`src/rtl/sample_slot_scheduler.sv`:
```
// Round-robin scheduler granting one fixed-length timed slot at a time to NREQ
// requesting channels; each normally completed slot ends with a one-cycle ack.
module sample_slot_scheduler #(
    parameter int NREQ = 4,
    parameter int NBIT = 16,
    parameter int MAX  = 1000
) (
    input  logic            clk,
    input  logic            rst,
    input  logic            en,
    input  logic [NREQ-1:0] req,
    output logic [NREQ-1:0] grant,
    output logic [NREQ-1:0] ack,
    output logic            busy,
    output logic [NBIT-1:0] count
);

    localparam int PW = $clog2(NREQ);

    typedef enum logic [1:0] {S_IDLE, S_RUN, S_ACK} state_t;

    state_t          state, state_n;
    logic [NREQ-1:0] grant_n, ack_n;
    logic            busy_n;
    logic [NBIT-1:0] count_n;
    logic [PW-1:0]   ptr, ptr_n, win, win_n, pick;
    logic            found;
    int unsigned     idx;

    always_ff @(posedge clk or negedge rst) begin
        if (!rst) begin
            state <= S_IDLE;
            grant <= '0;
            ack   <= '0;
            busy  <= 1'b0;
            count <= '0;
            ptr   <= PW'(NREQ - 1);
            win   <= '0;
        end else begin
            state <= state_n;
            grant <= grant_n;
            ack   <= ack_n;
            busy  <= busy_n;
            count <= count_n;
            ptr   <= ptr_n;
            win   <= win_n;
        end
    end

    always_comb begin
        state_n = state;
        grant_n = grant;
        ack_n   = '0;
        busy_n  = busy;
        count_n = count;
        ptr_n   = ptr;
        win_n   = win;
        pick    = '0;
        found   = 1'b0;
        idx     = 0;

        // Scan ptr+1 .. ptr+NREQ so the last served channel has lowest priority.
        for (int unsigned i = 1; i <= NREQ; i++) begin
            idx = (int'(ptr) + i) % NREQ;
            if (!found && req[idx]) begin
                found = 1'b1;
                pick  = PW'(idx);
            end
        end

        case (state)
            S_IDLE: begin
                if (en && found) begin
                    state_n       = S_RUN;
                    grant_n       = '0;
                    grant_n[pick] = 1'b1;
                    busy_n        = 1'b1;
                    count_n       = '0;
                    win_n         = pick;
                end
            end
            S_RUN: begin
                // Cancel wins over completion when both happen in the same cycle.
                if (!req[win]) begin
                    state_n = S_IDLE;
                    grant_n = '0;
                    busy_n  = 1'b0;
                    count_n = '0;
                    ptr_n   = win;
                end else if (count == NBIT'(MAX - 1)) begin
                    state_n    = S_ACK;
                    grant_n    = '0;
                    ack_n[win] = 1'b1;
                    busy_n     = 1'b0;
                    count_n    = '0;
                    ptr_n      = win;
                end else begin
                    count_n = count + NBIT'(1);
                end
            end
            S_ACK:   state_n = S_IDLE;
            default: state_n = S_IDLE;
        endcase
    end

endmodule

```
`config.mk`:
```
export PLATFORM = sky130hd
export DESIGN_NAME = sample_slot_scheduler
export DESIGN_NICKNAME = d
export VERILOG_FILES = /design/src/rtl/sample_slot_scheduler.sv
export SDC_FILE = /design/constraint.sdc
export NUM_CORES = 1
export LEC_CHECK = 0
export CORE_MARGIN = 2
export CORE_UTILIZATION = 41
export CTS_CLUSTER_DIAMETER = 30
export DETAILED_ROUTE_END_ITERATION = 10
export PLACE_DENSITY = 0.65
export SETUP_SLACK_MARGIN = 0.1
export SLEW_MARGIN = 20
export SYNTH_ARGS = -nofsm -noshare
export SYNTH_HDL_FRONTEND = slang
export SYNTH_SLANG_ARGS = --single-unit
```
`constraint.sdc`:
```
create_clock -name clk -period 4.8 [get_ports clk]
set_clock_uncertainty 0.2 [all_clocks]
set_input_delay 0.96 -clock clk [delete_from_list [all_inputs] [get_ports clk]]
set_output_delay 0.96 -clock clk [all_outputs]
set_load 0.01 [all_outputs]
```
==> flow_summary_export.csv <==
group,metric,value,unit
status,run_status,"complete, no violations",
sta,slew_violations,0,
setup_path,worst_path_max_delay_cell,"sky130_fd_sc_hd__clkdlybuf4s50_1",
logic_synthesis,syn_nets,173,
sta,max_slew.worst_pin.slew,580,ps
setup_path,critPathKind,"in -> reg",
placed_design,detailedPlacementHpwl,2.88,mm
global_route,antenna_found_initial,0,
power,switching_part_of_the_total_power,0.347,
drt,count_of_vias_placed_by_the_detailed_router,1478,
global_route,grt_first_pass_wirelength,6.84,mm
logic_synthesis,synth_largest_type_area_fraction,0.428,
logic_synthesis,synth_top_area_cell,"sky130_fd_sc_hd__dfrtp_1",
setup_path,critical-path-max-stage-delay,610,ps
sta,period_minus_slack,2930,ps
logic_synthesis,synth-edff-count,0,
global_route,grt_pass1_vias,1490,
cells_and_area,num-nets-final,206,
power,worst_ir_drop_vdd,0.000282,V
cts,cts-hold-fix-buffers,0,
logic_synthesis,async_flop_share,1.00,
setup_path,timing.critical_path.required,4780,ps
sta,total_negative_setup_slack,0,ps
drt,ant_nets,0,
drt,wl_per_cell,16.6,um
cells_and_area,layout.cells.most_common_list,"sky130_fd_sc_hd__clkdlybuf4s50_1, sky130_fd_sc_hd__dfrtp_1, sky130_fd_sc_hd__nand2_1, sky130_fd_sc_hd__inv_1, sky130_fd_sc_hd__o31ai_1",
drt,via_per_inst,5.94,
floorplanning,ios,32,
cts,cts_tree,"yes",
global_route,grt_max_degree,32,
logic_synthesis,syn-mean-instance-area,10.3,sq um
sta,grt_setup_unrepaired,"no",
logic_synthesis,ys_dominant_reg_cell,"sky130_fd_sc_hd__dfrtp_1",
logic_synthesis,yosysUniqueCellTypes,49,
cells_and_area,flow.area_growth_from_synthesis,27.6,%
global_route,grt_use_total,0.200,
worst_hold_path,worst_hold_path_type,"reg -> reg",
floorplanning,floorplan.die_area,0.00467,sq mm
setup_path,critical-path-top-delay-family,"compound AO/OA/AOI/OAI gates",
setup_path,critical_path.n_buffers_inverters,1,
cts,clock_slew_at_the_register_clock_pins_of_the_worst_setup_and_hold_paths,70,ps
placed_design,placedInstanceArea,0.00205,sq mm
cts,clock-root-buffer,"sky130_fd_sc_hd__clkbuf_8",
power,p_clk_frac,0.275,
floorplanning,design.core.area,0.00400,sq mm
drt,detailedRoute.firstIterationViolations,61,
floorplanning,chipWidth,68.3,um
drt,route.final.wire_length,4.13,mm
placed_design,port_buffers,31,
power,power.internal,0.000628,W
placed_design,placedCellCount,241,
cells_and_area,stdcell_area,0.00216,sq mm
cells_and_area,finish.utilization,0.541,
sta,worst_slew_margin_rel,0.613,
cts,postCtsSetupRepairBufs,0,
setup_path,worstPathArrival,2910,ps
logic_synthesis,post_synth_instance_area,0.00170,sq mm
cts,post_cts_resized,0,
setup_path,timing.critical_path.fanout_max,16,
logic_synthesis,yosysSeqAreaShare,0.459,
power,power.static_leakage,0.881,nW
sta,holdWs,343,ps
setup_path,setup.worst_path.start_class,"input pin",
logic_synthesis,cells_after_synth,165,
sta,finalSetupViolCount,0,
power,netSwitchingPower,0.000334,W
cells_and_area,diodes_inserted,0,
flow_run,max-cap-violations,0,
cells_and_area,layout_commonest_cell,"sky130_fd_sc_hd__clkdlybuf4s50_1",
cts,htree_levels,2,
cts,insertion_delay,280,ps
setup_path,crit_path_end_kind,"flip-flop",
setup_path,list_of_cells_traversed_by_the_critical_path,"clkdlybuf4s50_1, o41ai_4, a21o_1, or4_1, a211oi_1",
cts,cts_num_sinks,31,
power,seq_power_share,0.395,
sta,achievable-frequency,341,MHz
drt,first_pass_iters,4,
power,cellPowerDensity,444,mW/mm^2
placed_design,gpl.final_weighted_congestion,0.786,
sta,hold_viol,0,
cts,cts_inserted_buffers,5,
sta,period_share,0.610,
logic_synthesis,synthesis.yosys.warnings,0,
logic_synthesis,synth.ff_latch_count,31,
logic_synthesis,synth_area_leaders,"sky130_fd_sc_hd__dfrtp_1, sky130_fd_sc_hd__dfstp_2, sky130_fd_sc_hd__o31ai_1, sky130_fd_sc_hd__nand2_1, sky130_fd_sc_hd__a211oi_1",
floorplanning,die_height,68.3,um
power,combPwrFrac,0.330,
drt,drc,0,
floorplanning,starting_utilization_of_the_core_area,0.424,
floorplanning,rows,23,
cells_and_area,post_layout_nonfiller_instances,249,
global_route,gr_ovfl_total,0,
cells_and_area,layout-drive-gt1-share,0.121,
cts,cts_max_path_buffers,2,
-- Yosys cell counts, drive strengths merged (2+ instances only) --
master and n:
mux2i 3, buf 5, o211ai 2, or3 2, a21o 2, inv 8, nand4b 2, nand2b 3
dfrtp 29, a41oi 2, a31oi 4, and3 5, dfstp 2, or4 6, a211oi 9, nand4 6
o41ai 2, nand2 13, clkbuf 2, a21oi 3, xnor2 2, a22oi 2, o2bb2ai 2, o22ai 3
mux2 2, o31ai 7, nor2 3, o21a 2, nor3 6, nand3 6, o21ai 6, nor4 2
nor3b 3
-- registers in the layout, indices dropped and copies added (netlist names) --
name   count
win        2
state      2
ptr        2
ack        4
count     16
grant      4
busy       1
-- tightest hold or removal path: stages (launching register included) --
cell                        delay [ps]
sky130_fd_sc_hd__dfrtp_1           380
sky130_fd_sc_hd__nand2_1            60
sky130_fd_sc_hd__o2bb2ai_1          60
-- worst paths after layout --
| check | slack, ps | from | cells past startpoint | end |
|---|---|---|---|---|
| worst min-delay path | 340 | grant[2] | 2 | grant[2] |
| worst min register to register | 340 | grant[2] | 2 | grant[2] |
| min in group asynchronous | 870 | rst | 2 | count[10] |
| worst max register to register | 2330 | count[11] | 4 | ptr[0] |
| worst max-delay path | 1870 | req[1] | 5 | count[13] |
| max in group asynchronous | 3210 | rst | 2 | ptr[1] |
-- power groups by stage --
stage	registers [W]	logic [W]	clock network, W
after floorplan	0.000369	0.000213	0
after global placement	0.000381	0.000311	0
after detailed placement	0.000382	0.000318	0
after CTS	0.000379	0.000320	0.000269
after global routing	0.000389	0.000349	0.000286
final	0.000380	0.000318	0.000264
-- stage by stage --
| step | worst slack, ps | power [W] |
|---|---|---|
| floorplan | 2450 | 0.000583 |
| finish | 1870 | 0.000962 |
| CTS | 1900 | 0.000968 |
| global route | 1720 | 0.00102 |
| detailed placement | 1600 | 0.000700 |
| global placement | 1670 | 0.000691 |
-- metal layers --
metal | GRT usage | wire [um] | vias to the layer above | share of wire
li1 | - | - | 709 | -
met5 | 0 | 0 | - | 0
met1 | 0.226 | 1740 | 730 | 0.42
met3 | 0.0493 | 158 | 4 | 0.038
met4 | 0.0675 | 32 | 0 | 0.0077
met2 | 0.365 | 2200 | 35 | 0.53
-- kinds of logic after synthesis --
group           count (synthesis)  share of synthesized area
flops                          31                      0.459
fa+ha+maj                       1                    0.00737
simple gates                   64                      0.227
buf+inv                        15                     0.0398
compound gates                 47                      0.226
mux                             5                     0.0310
xor+xnor                        2                     0.0103
-- final cells by class --
| class | instances | area [sq um] |
|---|---|---|
| fillers | 368 | 1840 |
| multi-input cells | 119 | 851 |
| flip-flops and latches | 31 | 778 |
| repair buffers | 33 | 325 |
| clock buffers | 6 | 82.6 |
| well taps | 50 | 62.6 |
| clock inverters | 2 | 35.0 |
| inverters | 8 | 30.0 |
No activity file was read; power rests on OpenSTA's default activity.
